## src/rtl/fetch_ctrl.sv

```systemverilog
// ---------------------------------------------------------------------------
// fetch_ctrl
//   Fetch sequencer sitting between the PC register, the instruction ROM and
//   the IF/ID stage. Every cycle it computes pc_din, the value the PC register
//   loads on the next rising edge. It also drives the ROM request/ack
//   handshake and presents fetched instructions on if_*. It applies ID stall,
//   branch redirect and, optionally, exception redirect.
//
//   Optional feature: define FETCH_CTRL_EXC_EN to make exc_valid/exc_target
//   live. An exception redirect then has priority over a branch redirect.
//   Without the macro the exc_* ports exist but are ignored.
//
// Parameters
//   RESET_PC    PC value driven on pc_din while fetch_rst is high
//   NOP_INST    reset/flush value of if_inst
//
// Ports
//   fetch_clk   clock, shared with the PC register
//   fetch_rst   synchronous active-high reset
//   pc          current PC register output (fetch address)
//   pc_din      next PC, loaded by the PC register every edge
//   irom_req    fetch request
//   irom_addr   fetch address (= pc)
//   irom_ack    ROM data valid this cycle, completes the request
//   irom_rdata  instruction word, valid with irom_ack
//   id_stall    ID cannot accept; hold if_*
//   br_valid    branch/jump redirect from EX
//   br_target   branch target
//   exc_valid   exception/ertn redirect (FETCH_CTRL_EXC_EN only)
//   exc_target  exception/ertn target
//   if_valid    if_pc/if_inst hold a live instruction
//   if_pc       PC of the presented instruction
//   if_inst     presented instruction
// ---------------------------------------------------------------------------
module fetch_ctrl #(
  parameter logic [31:0] RESET_PC = 32'h1C00_0000,
  parameter logic [31:0] NOP_INST = 32'h0340_0000
) (
  input  logic        fetch_clk,
  input  logic        fetch_rst,
  input  logic [31:0] pc,
  output logic [31:0] pc_din,
  output logic        irom_req,
  output logic [31:0] irom_addr,
  input  logic        irom_ack,
  input  logic [31:0] irom_rdata,
  input  logic        id_stall,
  input  logic        br_valid,
  input  logic [31:0] br_target,
  input  logic        exc_valid,
  input  logic [31:0] exc_target,
  output logic        if_valid,
  output logic [31:0] if_pc,
  output logic [31:0] if_inst
);

  typedef enum logic [1:0] {
    ST_BOOT  = 2'd0,
    ST_FETCH = 2'd1,
    ST_HOLD  = 2'd2,
    ST_DROP  = 2'd3
  } state_t;

  state_t      state_r, state_s;
  logic        if_valid_r, if_valid_s;
  logic [31:0] if_pc_r, if_pc_s;
  logic [31:0] if_inst_r, if_inst_s;
  logic [31:0] buf_pc_r, buf_pc_s;
  logic [31:0] buf_inst_r, buf_inst_s;
  logic [31:0] pend_target_r, pend_target_s;

  logic        redir_s;
  logic [31:0] redir_target_s;
  logic [31:0] pc_inc_s;

`ifdef FETCH_CTRL_EXC_EN
  // Redirect source select: an exception/ertn outranks a branch.
  always_comb begin
    redir_s = exc_valid | br_valid;
    if (exc_valid) begin
      redir_target_s = exc_target;
    end else begin
      redir_target_s = br_target;
    end
  end
`else
  // Redirect source select: only branches redirect in this build.
  always_comb begin
    redir_s        = br_valid;
    redir_target_s = br_target;
  end

  // The exception inputs are present on the port list but have no effect here.
  logic unused_exc_s;
  assign unused_exc_s = exc_valid ^ (^exc_target);
`endif

  // Sequential fetch address; wraps naturally at 2^32.
  assign pc_inc_s  = pc + 32'd4;
  assign irom_addr = pc;

  assign if_valid = if_valid_r;
  assign if_pc    = if_pc_r;
  assign if_inst  = if_inst_r;

  // Next-state, next-PC, ROM request and IF/ID register updates.
  always_comb begin
    state_s       = state_r;
    if_valid_s    = if_valid_r;
    if_pc_s       = if_pc_r;
    if_inst_s     = if_inst_r;
    buf_pc_s      = buf_pc_r;
    buf_inst_s    = buf_inst_r;
    pend_target_s = pend_target_r;
    pc_din        = pc;
    irom_req      = 1'b0;

    // A redirect flushes the IF/ID slot and the hold buffer, even when ID is stalled.
    if (redir_s) begin
      if_valid_s = 1'b0;
      if_inst_s  = NOP_INST;
      buf_pc_s   = 32'd0;
      buf_inst_s = 32'd0;
    end else begin
      if_valid_s = if_valid_r;
    end

    case (state_r)
      ST_BOOT: begin
        state_s = ST_FETCH;
        if (redir_s) begin
          pc_din = redir_target_s;
        end else begin
          pc_din = pc;
        end
      end

      ST_FETCH: begin
        irom_req = 1'b1;
        if (redir_s) begin
          if (irom_ack) begin
            // Returned word belongs to the abandoned path; restart at the target.
            pc_din = redir_target_s;
          end else begin
            // The ROM must still complete at the current address; remember where to go.
            pc_din        = pc;
            pend_target_s = redir_target_s;
            state_s       = ST_DROP;
          end
        end else if (irom_ack) begin
          pc_din = pc_inc_s;
          if (!id_stall) begin
            if_valid_s = 1'b1;
            if_pc_s    = pc;
            if_inst_s  = irom_rdata;
          end else begin
            // ID still owns if_*; park the new word until it frees up.
            buf_pc_s   = pc;
            buf_inst_s = irom_rdata;
            state_s    = ST_HOLD;
          end
        end else begin
          pc_din = pc;
          if (!id_stall) begin
            if_valid_s = 1'b0;
          end else begin
            if_valid_s = if_valid_r;
          end
        end
      end

      ST_HOLD: begin
        if (redir_s) begin
          pc_din  = redir_target_s;
          state_s = ST_FETCH;
        end else if (!id_stall) begin
          pc_din     = pc;
          if_valid_s = 1'b1;
          if_pc_s    = buf_pc_r;
          if_inst_s  = buf_inst_r;
          state_s    = ST_FETCH;
        end else begin
          pc_din  = pc;
          state_s = ST_HOLD;
        end
      end

      ST_DROP: begin
        irom_req = 1'b1;
        // Newest redirect wins while the stale request drains.
        if (redir_s) begin
          pend_target_s = redir_target_s;
        end else begin
          pend_target_s = pend_target_r;
        end
        if (irom_ack) begin
          state_s = ST_FETCH;
          if (redir_s) begin
            pc_din = redir_target_s;
          end else begin
            pc_din = pend_target_r;
          end
        end else begin
          pc_din = pc;
        end
      end

      default: begin
        state_s = ST_BOOT;
        pc_din  = pc;
      end
    endcase

    // Reset overrides everything combinational that leaves the block.
    if (fetch_rst) begin
      pc_din   = RESET_PC;
      irom_req = 1'b0;
    end else begin
      irom_req = irom_req;
    end
  end

  // State and IF/ID registers with synchronous reset.
  always_ff @(posedge fetch_clk) begin
    if (fetch_rst) begin
      state_r       <= ST_BOOT;
      if_valid_r    <= 1'b0;
      if_pc_r       <= 32'd0;
      if_inst_r     <= NOP_INST;
      buf_pc_r      <= 32'd0;
      buf_inst_r    <= 32'd0;
      pend_target_r <= 32'd0;
    end else begin
      state_r       <= state_s;
      if_valid_r    <= if_valid_s;
      if_pc_r       <= if_pc_s;
      if_inst_r     <= if_inst_s;
      buf_pc_r      <= buf_pc_s;
      buf_inst_r    <= buf_inst_s;
      pend_target_r <= pend_target_s;
    end
  end

endmodule
```

## config.mk

```make
export PLATFORM = sky130hd
export DESIGN_NAME = fetch_ctrl
export DESIGN_NICKNAME = d
export VERILOG_FILES = /design/src/rtl/fetch_ctrl.sv
export SDC_FILE = /design/constraint.sdc
export NUM_CORES = 1
export LEC_CHECK = 0
export ABC_AREA = 1
export BUFFER_PORTS_ARGS = -buffer_cell sky130_fd_sc_hd__buf_4
export CAP_MARGIN = 10
export CORE_MARGIN = 3
export CORE_UTILIZATION = 53
export DETAILED_ROUTE_END_ITERATION = 7
export MAX_ROUTING_LAYER = met4
export PLACE_DENSITY = 0.9
export RECOVER_POWER = 100
export SETUP_SLACK_MARGIN = 0.3
export SLEW_MARGIN = 20
export SYNTH_ARGS = -nofsm -noshare
export SYNTH_HDL_FRONTEND = slang
export SYNTH_SLANG_ARGS = --single-unit
export TNS_END_PERCENT = 5
```

## constraint.sdc

```tcl
create_clock -name fetch_clk -period 2.4 [get_ports fetch_clk]
set_clock_uncertainty 0.15 [all_clocks]
set_input_delay 0.24 -clock fetch_clk [delete_from_list [all_inputs] [get_ports fetch_clk]]
set_output_delay 0.24 -clock fetch_clk [all_outputs]
set_load 0.005 [all_outputs]
```

After elaboration in Yosys (flattened, before gate mapping). Index checks and enable logic that the tools add are counted.

Register bits after elaboration: 163.

Add/sub/neg operators: 1. Equal/unequal tests: 15. Muxes and demuxes: 51. Reduce and logical (&&, ||, !) cells: 8.

Operators with widths (number): 32-bit two-way mux (30); 32-bit one-hot mux with 2 select lines (3); 32-bit one-hot mux with 3 select lines (1); 32-bit by 3-bit adder with 32-bit output (second input constant) (1); 2-bit inequality test (second input constant) (8); 2-bit two-way mux (7); 3-bit inequality test (second input constant) (3); 1-bit two-way mux (8); 2-bit one-hot mux with 4 select lines (1); 6-bit AND reduction (1); 2-bit == test (second input constant) (2); 4-bit inequality test (second input constant) (1); 4-bit AND reduction (1); 2-bit nonzero test (2); 2-bit OR reduction (2); 3-bit AND reduction (1); 2-bit by 1-bit == test with 1-bit output (second input constant) (1); 2-bit logical NOT (1); 1-bit one-hot mux with 2 select lines (1).

Longest topological paths before layout. Gate-level depths: netlist of the first run.

Depth in word-level cells: 5. Depth in mapped cells: 12. Mapped depth without buffers: 11.

Worst setup path after synthesis of the first run. Ideal clock, no wire load.

Path kind: register to output. Start: register state_r[1]. End: output pc_din[6]. Arrival time: 1.545 ns. Slack: 0.465 ns. Cell stages (with the launch flop): 9. Buffers on the path: 3. Path through: dfxtp_1 -> inv_1 -> ha_1 -> buf_4 -> inv_2 -> clkbuf_1 -> clkbuf_1 -> a31oi_1 -> nor3_1.

Longest elaborated chain between the ends: 4. Elaborated cells between the ends (all ways): 7. Classes of those cells: 3 x eq/ne; 2 x mux; 2 x reduce/logical.

Ends and longest elaborated chain: start: declaration (RTL line 64) `state_t state_r, state_s;`; start signal: assignment (RTL line 234) `state_r <= state_s;`; 2-bit == test / 2-bit logical NOT (equally long branches) (RTL line 128) `case (state_r)`; 2-bit OR reduction (no source line); 32-bit one-hot mux with 3 select lines (*) (RTL line 128); 32-bit two-way mux (*) (RTL line 215) `if (fetch_rst) begin`; end: declaration (RTL line 42) `output logic [31:0] pc_din,`.

Every way passes the cells marked *; elsewhere a longest branch is shown, timed or not.

Final worst setup path of the first run.
Start: register state_r[0]. End: output pc_din[18].

Same word-level chain as after synthesis.

==> results of run 1 <==
-- repair_timing --
action,4_1_cts,5_1_grt
buffers inserted,22,8
endpoints found under the setup margin,184,186
hold buffers,89,2
cloned,3,0
hold endpoints to repair,131,2
pin swaps,42,56
gates resized for setup,91,181
-- cell usage after synthesis, types with 12 or more instances --
| cell | n |
|---|---|
| buf_2 | 42 |
| nor3_1 | 12 |
| nor2_1 | 109 |
| o21ai_0 | 109 |
| a21oi_1 | 125 |
| o21ai_1 | 34 |
| dfxtp_1 | 163 |
| a31oi_1 | 98 |
| nand3_1 | 50 |
| nand2_1 | 456 |
| or2_2 | 15 |
| o211ai_1 | 27 |
| buf_4 | 36 |
| inv_1 | 74 |
| clkbuf_1 | 59 |
-- layer usage --
layer  wire length, um  up-vias  part of all wire  track usage
li1                  -     5581                 -            -
met1             14560     5869              0.33       0.4748
met2             19700     1163              0.45       0.6484
met3              5882      337              0.14      0.09939
met4              3373        0             0.078       0.2116
met5                 0        -                 0            -
-- final cells by class --
| cell class | count | area share |
|---|---|---|
| multi-input combinational | 1107 | 0.4301 |
| timing repair buffer | 397 | 0.2441 |
| sequential | 163 | 0.2341 |
| clock buffer | 17 | 0.03046 |
| inverter | 86 | 0.02714 |
| tap | 225 | 0.02015 |
| clock inverter | 15 | 0.01388 |
-- path summary, 6_finish.rpt --
path | start | end | slack [ns] | cells past startpoint
worst max-delay path | state_r[0]$_SDFFE_PP0P_ | pc_din[18] | -0.19 | 12
worst min-delay path | br_target[23] | pend_target_r[23]$_SDFFE_PP0P_ | 0.007 | 3
worst max register to register | state_r[1]$_SDFFE_PP0P_ | buf_pc_r[21]$_SDFF_PP0_ | 0.03 | 9
worst min register to register | buf_inst_r[17]$_SDFF_PP0_ | buf_inst_r[17]$_SDFF_PP0_ | 0.31 | 2
-- critical path, cell delays in order, from the launching register on --
cell	delay, ns
dfxtp_4	0.41
ha_4	0.20
inv_8	0.06
buf_12	0.15
buf_6	0.12
nor2_2	0.07
nand2_1	0.08
nand2_1	0.09
nand2_1	0.09
a31oi_1	0.20
nand2_1	0.12
inv_1	0.09
buf_6	0.09
-- through the flow --
step	setup WS (ns)	instance area, um^2	TNS, ns	cells	utilization
finish	-0.1931	13970	-2.457	2010	0.7965
global route	-0.2739	13970	-4.562	2010	0.7965
CTS	-0.05759	13330	-0.4935	2000	0.7601
detailed placement	-0.1278	11260	-1.302	1854	0.6423
global placement	0.03105	11260	0	1854	0.6423
floorplan	0.4653	9648	0	1503	-
-- state kept, by name, indices dropped and copies added, names as in the netlist --
name           cells
if_pc             32
buf_inst_r        32
if_valid           1
if_inst           32
buf_pc_r          32
pend_target_r     32
state_r            2
-- kinds of logic after synthesis --
family / count (synthesis) / share of synthesized area
flops: 163 / 0.3382
buf+inv: 233 / 0.1146
compound gates: 434 / 0.2574
fa+ha+maj: 5 / 0.006484
simple gates: 662 / 0.2778
xor+xnor: 6 / 0.005447
-- report_power, final --
part	internal, mW	total, mW	switching [mW]
sequential	3.17	3.48	0.307
combinational	2.31	5.58	3.26
clock	1.43	2.88	1.44
total	6.92	11.9	5.01
==> metrics.md, run 1 <==
| Metric | Value |
|---|---|
| Final setup fails | `30` |
| Post-synthesis sequential area ratio | `0.3382` |
| Core area | `about 0.018 mm^2` |
| Crit Path Class | `register to output pin` |
| Skew-Pair Late Insertion Delay | `0.44 ns` |
| Area delta synth->final | `44.78%` |
| Total track usage | `0.4062` |
| H-tree levels | `4` |
| Fill cells | `~1100` |
| Synthesized instance count | `about 1500` |
| Largest net degree at the start of global routing | `94` |
| First-pass GRT wire length | `between 60000 and 70000 um` |
| Top cells by area, synth | `dfxtp_1 34%, nand2_1 18%, a21oi_1 6.5%` |
| Outcome | `complete, but fails checks` |
| Number of antenna violations at the first check in global routing | `0` |
| Mapped Area | `between 0.009 and 0.01 mm^2` |
| Number of distinct library cells after synthesis | `45` |
| # DRC | `2` |
| I/O pins | `around 260` |
| Final hold slack | `approximately 0.0075 ns` |
| Yosys top cell by area | `dfxtp_1` |
| Clock slew at reported path FFs | `0.08 ns` |
| PortBufs | `230` |
| Async S/R FF share, synth | `0` |
| Highest Clock Rate | `slightly below 400 MHz` |
| Total area of multi-input combinational cells | `about 0.006 mm^2` |
| GP Congestion | `1.014` |
| Die H | `~140 um` |
| Nets | `1911` |
| Commonest cells after routing, fill and taps aside | `421 x nand2_1, 176 x buf_4, 161 x dfxtp_1` |
| FF+latch area | `0.003271 mm^2` |
| Crit end category | `output pin` |
| Post-synth EDFFs | `0` |
| HPWL after DPL | `between 20000 and 25000 um` |
| Layout cell share with drive strength beyond 1 | `0.2655` |
| Synth Flop Type | `dfxtp_1` |
| CP startpoint kind | `register` |
| Slew margin rel. | `0.1605` |
| #FFs+latches synth | `approximately 160` |
| Tmin final | `roughly 2.6 ns` |
| Leak | `a little under 6 nW` |
| Worst Slack Setup Final | `-0.1931 ns` |
| Required time of the critical path | `between 2 and 2.5 ns` |
| Max cap viols | `0` |
| CTS Sinks | `163` |
| WP data arrival | `between 2 and 2.5 ns` |
| DR vias | `approximately 13000` |
| Die width | `around 140 um` |
| WL/cell | `21.65 um` |
| Top-area cell type share of the netlist area | `0.3382` |
| Row count | `48` |
| Detailed Route WL | `approximately 44000 um` |
| Initial DRC Count | `between 2000 and 2500` |
| Final Cycle Share | `1.080` |
| CTS tree | `yes` |
| Mean post-synth cell area | `around 6.4 um^2` |
| Commonest non-fill, non-tap cell in the layout | `nand2_1` |
| Slew @ Worst Pin | `around 1.3 ns` |
| Total Power | `~12 mW` |
| Ys Warns | `0` |
| Crit-path max FO | `7` |
| Die Area | `around 0.020 mm^2` |
| Final hold violation count | `0` |
| Power density cells | `between 800 and 900 mW/mm^2` |
| Routed Antenna Nets | `0` |
| Syn nets | `approximately 1600` |
| Final slew viol count | `0` |
| Initial Util | `0.5502` |
| Failing checks | `design-rule violations, negative setup slack` |
| RSZ-0062 raised after global routing | `yes` |
| Worst vdd ir | `0.0006909 V` |
| Root buf cell | `clkbuf_16` |
| Number of CTS-inserted buffers | `17` |
| GRT overflow | `0` |
| Number of global-route vias before repair | `between 10000 and 15000` |
| # diodes | `0` |
| HP Class | `input pin to register` |
| Vias per cell | `roughly 6.4` |
| CTS max path bufs | `2` |
| First-pass detailed-route iteration total | `8` |
No activity file was read; power rests on OpenSTA's default activity.
==> inputs of run 2 (changes only) <==
- SKIP_CTS_REPAIR_TIMING: default -> 1
==> run 2 against run 1 <==
Compared with the run above:
- the flow finishes with violations (negative setup slack)
- clock-buffer cell count did not move
- register-to-register slack improved by 0.11 ns
- clock power barely moved
- total power fell by 5.9%
- global-route usage fell by 5.5 points
- critical path type unchanged
- critical endpoint is now pc_din[7]
- largest cell class unchanged
- largest power group unchanged
==> metrics.md, run 2 (same netlist as run 1, synthesis figures left out) <==
| Metric | Value |
|---|---|
| # diodes | `0` |
| Max cap viols | `0` |
| Row count | `48` |
| Final setup fails | `29` |
| Total track usage | `0.3509` |
| Root buf cell | `clkbuf_16` |
| Die Area | `~0.020 mm^2` |
| Area delta synth->final | `35.48%` |
| First-pass detailed-route iteration total | `7` |
| Routed Antenna Nets | `0` |
| Slew margin rel. | `0.3218` |
| DR vias | `between 10000 and 15000` |
| Vias per cell | `~6.2` |
| Detailed Route WL | `around 39000 um` |
| Highest Clock Rate | `approximately 370 MHz` |
| Commonest non-fill, non-tap cell in the layout | `nand2_1` |
| Final Cycle Share | `1.116` |
| Nets | `between 1500 and 2000` |
| Slew @ Worst Pin | `1.017 ns` |
| Clock slew at reported path FFs | `roughly 0.070 ns` |
| Number of global-route vias before repair | `between 10000 and 15000` |
| Number of CTS-inserted buffers | `17` |
| Outcome | `complete, but fails checks` |
| Crit end category | `output pin` |
| Crit-path max FO | `8` |
| Tmin final | `between 2 and 3 ns` |
| HP Class | `input pin to register` |
| Final slew viol count | `0` |
| GP Congestion | `1.014` |
| Number of antenna violations at the first check in global routing | `0` |
| Required time of the critical path | `about 2.0 ns` |
| Die width | `roughly 140 um` |
| FF+latch area | `0.003271 mm^2` |
| Commonest cells after routing, fill and taps aside | `444 x nand2_1, 173 x buf_4, 161 x dfxtp_1` |
| Worst vdd ir | `about 0.00075 V` |
| RSZ-0062 raised after global routing | `yes` |
| GRT overflow | `0` |
| # DRC | `0` |
| Setup WS pre-CTS | `-0.1278 ns` |
| WP data arrival | `~2.3 ns` |
| Largest net degree at the start of global routing | `between 90 and 100` |
| WL/cell | `~20 um` |
| Leak | `5.362 nW` |
| Failing checks | `negative setup slack` |
| Worst Slack Setup Final | `-0.2782 ns` |
| CTS Sinks | `~160` |
| H-tree levels | `4` |
| Crit Path Class | `register to output pin` |
| Core area | `between 0.015 and 0.02 mm^2` |
| Initial DRC Count | `approximately 1500` |
| Fill cells | `roughly 1300` |
| Final hold violation count | `0` |
| CTS max path bufs | `2` |
| Power density cells | `between 800 and 900 mW/mm^2` |
| CTS tree | `yes` |
| Layout cell share with drive strength beyond 1 | `0.2122` |
| PortBufs | `between 200 and 250` |
| Skew-Pair Late Insertion Delay | `0.43 ns` |
| Initial Util | `0.5502` |
| Total area of multi-input combinational cells | `~0.0055 mm^2` |
| Final hold slack | `between 0.0007 and 0.0008 ns` |
| I/O pins | `roughly 260` |
| HPWL after DPL | `around 24000 um` |
| Die H | `between 100 and 150 um` |
| First-pass GRT wire length | `~55000 um` |
| CP startpoint kind | `register` |
==> run 2: cell count changes in the layout (fill, tap and decap cells not counted), moves of 5 or more <==
cell           previous run  this run
a211oi_1                  2         7
a21oi_1                  84       117
a21oi_2                  42         9
buf_6                    25         6
clkbuf_1                 42        47
dlygate4sd3_1            91        82
nand2_1                 421       444
nand2_4                  30         4
o21ai_0                  89        95
o21ai_1                  37        42
o21ai_2                  16         5
==> run 2: worst max-delay path, stage by stage (launching register included) <==
cell	delay [ns]
dfxtp_4	0.39
ha_4	0.17
clkinvlp_4	0.17
buf_12	0.20
buf_4	0.17
nor2_2	0.09
o21ai_1	0.10
a21oi_1	0.17
o31ai_1	0.09
nor2_1	0.17
buf_4	0.15
==> run 2: power by group <==
part / internal, mW / switching (mW) / leakage (nW) / total, mW
Clock: 1.43 / 1.41 / 0.300 / 2.85
Combinational: 2.00 / 2.93 / 3.74 / 4.93
Sequential: 3.17 / 0.283 / 1.33 / 3.45
==> run 2: path summary, 6_finish.rpt <==
| kind | from | endpoint | slack (ns) | cells after the start |
|---|---|---|---|---|
| worst max-delay path | state_r[0]$_SDFFE_PP0P_ | pc_din[7] | -0.28 | 10 |
| worst min register to register | buf_pc_r[3]$_SDFF_PP0_ | buf_pc_r[3]$_SDFF_PP0_ | 0.31 | 2 |
| worst max register to register | state_r[0]$_SDFFE_PP0P_ | if_inst[30]$_SDFF_PP0_ | 0.14 | 9 |
| worst min-delay path | pc[7] | buf_pc_r[7]$_SDFF_PP0_ | 0.0007 | 3 |
==> run 2: per-layer routing <==
metal / part of all wire / global-route usage
met1: 0.36 / 0.4208
met2: 0.47 / 0.5620
met3: 0.11 / 0.07598
met4: 0.061 / 0.1688
met5: 0 / -
==> run 2: stage by stage <==
stage	area, um^2	total power [mW]	TNS (ns)	util	cells
final	13070	11.23	-3.899	0.7454	1983
after global routing	13070	11.76	-6.297	0.7454	1983
after CTS	11880	10.44	-8.560	0.6776	1886
after detailed placement	11260	7.615	-1.302	0.6423	1854
after global placement	11260	7.500	0	0.6423	1854
after floorplan	9648	6.015	0	-	1503
==> run 2: area by class of cell <==
class	instances	area share
tap	225	0.02154
sequential	163	0.2502
inverter	86	0.02651
multi-input combinational	1107	0.4243
clock inverter	15	0.01484
timing repair buffer	370	0.2300
clock buffer	17	0.03255
==> inputs of run 3 (changes only) <==
--- a/constraint.sdc
+++ b/constraint.sdc
@@ -4,2 +4,2 @@
 set_output_delay 0.24 -clock fetch_clk [all_outputs]
-set_load 0.005 [all_outputs]
+set_load 0.01 [all_outputs]
==> run 3 against run 2 <==
Compared with the run above:
- worst hold slack worse by 0.017 ns
- worst setup slack better by 0.069 ns
- largest cell class unchanged
- sequential power about the same
- combinational power up 1%
- largest power group unchanged
- sequential share of layout area up 0.41 points
- critical path depth unchanged
- the flow finishes with violations (negative hold slack, negative setup slack)
- clock power about the same
- cell area down 1.6%
- first-iteration DRC count up 14%
- non-clock buffer count up 6
- register-to-register slack worse by 0.31 ns
==> metrics.md, run 3 (same netlist as run 1, synthesis figures left out) <==
| Metric | Value |
|---|---|
| Outcome | `complete, but fails checks` |
| Failing checks | `negative hold slack, negative setup slack` |
| Initial DRC Count | `1693` |
| Commonest cells after routing, fill and taps aside | `454 x nand2_1, 184 x buf_4, 161 x dfxtp_1` |
| GRT met1 Usage | `0.4192` |
| Area after DPL | `0.01137 mm^2` |
| Power density cells | `~900 mW/mm^2` |
| H-tree levels | `4` |
| HP Class | `input pin to register` |
| CTS max path bufs | `2` |
| Highest Clock Rate | `383.2 MHz` |
| Crit-path max FO | `5` |
| Largest net degree at the start of global routing | `between 90 and 100` |
| Setup WS pre-CTS | `around 0.047 ns` |
| Layout cell share with drive strength beyond 1 | `0.1757` |
| Final hold violation count | `4` |
| GP Congestion | `approximately 1` |
| Row count | `48` |
| Post-layout util | `0.7334` |
| Vias per cell | `a little over 6` |
| I/O pins | `around 260` |
| Root buf cell | `clkbuf_16` |
| Number of global-route vias before repair | `10217` |
| Detailed Route WL | `between 30000 and 40000 um` |
| Worst vdd ir | `approximately 0.00065 V` |
| Skew-Pair Late Insertion Delay | `roughly 0.44 ns` |
| M2 GR Usage | `0.5328` |
| FF+latch area | `about 0.0033 mm^2` |
| Commonest non-fill, non-tap cell in the layout | `nand2_1` |
| Worst Slack Setup Final | `-0.2094 ns` |
| GR Util met3 | `0.07361` |
| GRT overflow | `0` |
| Total Power | `between 10 and 15 mW` |
| TNS Setup | `-3.833 ns` |
| Max cap viols | `0` |
| CTS tree | `yes` |
| Total area of multi-input combinational cells | `about 0.0055 mm^2` |
| Crit Path Class | `register to output pin` |
| Fill cells | `around 1400` |
| Routed Antenna Nets | `0` |
| CP startpoint kind | `register` |
| Final hold slack | `-0.01656 ns` |
| Initial Util | `0.5502` |
| Final slew viol count | `0` |
| Leak | `5.199 nW` |
| Clock slew at reported path FFs | `around 0.080 ns` |
| Final Cycle Share | `1.087` |
| CTS Sinks | `roughly 160` |
| # diodes | `0` |
| Nets | `1890` |
| DR vias | `about 12000` |
| WP data arrival | `2.22 ns` |
| First-pass detailed-route iteration total | `7` |
| Final setup fails | `33` |
| Tmin final | `approximately 2.6 ns` |
| PortBufs | `230` |
| First-pass GRT wire length | `53340 um` |
| Busiest grt layer | `met2` |
| HPWL after DPL | `between 20000 and 25000 um` |
| Die H | `roughly 140 um` |
| # DRC | `0` |
| Number of antenna violations at the first check in global routing | `0` |
| RSZ-0062 raised after global routing | `yes` |
| Crit end category | `output pin` |
| Core area | `between 0.015 and 0.02 mm^2` |
| Area delta synth->final | `33.32%` |
| Fin area | `0.01286 mm^2` |
| Slew margin rel. | `0.3792` |
| Required time of the critical path | `2.01 ns` |
| Die width | `140.9 um` |
| Slew @ Worst Pin | `about 0.93 ns` |
| Die Area | `between 0.015 and 0.02 mm^2` |
| Total track usage | `0.3402` |
| WL/cell | `between 15 and 20 um` |
| Number of CTS-inserted buffers | `17` |
## run 3: worst max-delay path, cell delays in order (launching register included)
cell and delay (ns):
dfxtp_4 0.38, inv_1 0.09, ha_2 0.20, nor2_4 0.17
buf_6 0.14, o21ai_0 0.08, nand2_1 0.11, o21ai_2 0.08
a211oi_2 0.24, nand2_1 0.12, buf_4 0.16
## run 3: final timing paths
check                           from                       to  slack [ns]  cells past startpoint
max          state_r[1]$_SDFFE_PP0P_               pc_din[28]       -0.21                     10
max reg2reg  state_r[0]$_SDFFE_PP0P_   if_pc[12]$_SDFFE_PP0P_       -0.17                      9
min reg2reg  buf_pc_r[10]$_SDFF_PP0_  buf_pc_r[10]$_SDFF_PP0_        0.31                      2
min                            pc[4]    if_pc[4]$_SDFFE_PP0P_       -0.02                      3
## run 3: area by class of cell
| cell class | count | share of cell area |
|---|---|---|
| Timing Repair Buffer | 376 | 0.2223 |
| Clock inverter | 15 | 0.01547 |
| Clock buffer | 17 | 0.03307 |
| Multi-Input combinational cell | 1107 | 0.4267 |
| Inverter | 86 | 0.02636 |
| Sequential cell | 163 | 0.2543 |
| Tap cell | 225 | 0.02189 |
## run 3: power breakdown
group          switching (mW)  total, mW  internal [mW]
Combinational            3.08       5.00           1.92
Clock                    1.43       2.86           1.43
Sequential              0.275       3.45           3.17
## run 3: metrics by stage
step,hold WS [ns],std cells
5_1_grt,-0.001279,1989
3_5_place_dp,0.3013,1861
3_3_place_gp,0.2970,1861
2_1_floorplan,0.2382,1503
4_1_cts,-0.09841,1893
6_report,-0.01656,1989
## run 3: per-layer routing
metal / wire length [um] / vias to the layer above / share of wire
met3: 4585 / 208 / 0.12
met2: 17830 / 983 / 0.46
li1: - / 5525 / -
met4: 2204 / 0 / 0.057
met1: 13800 / 5553 / 0.36
met5: 0 / - / 0
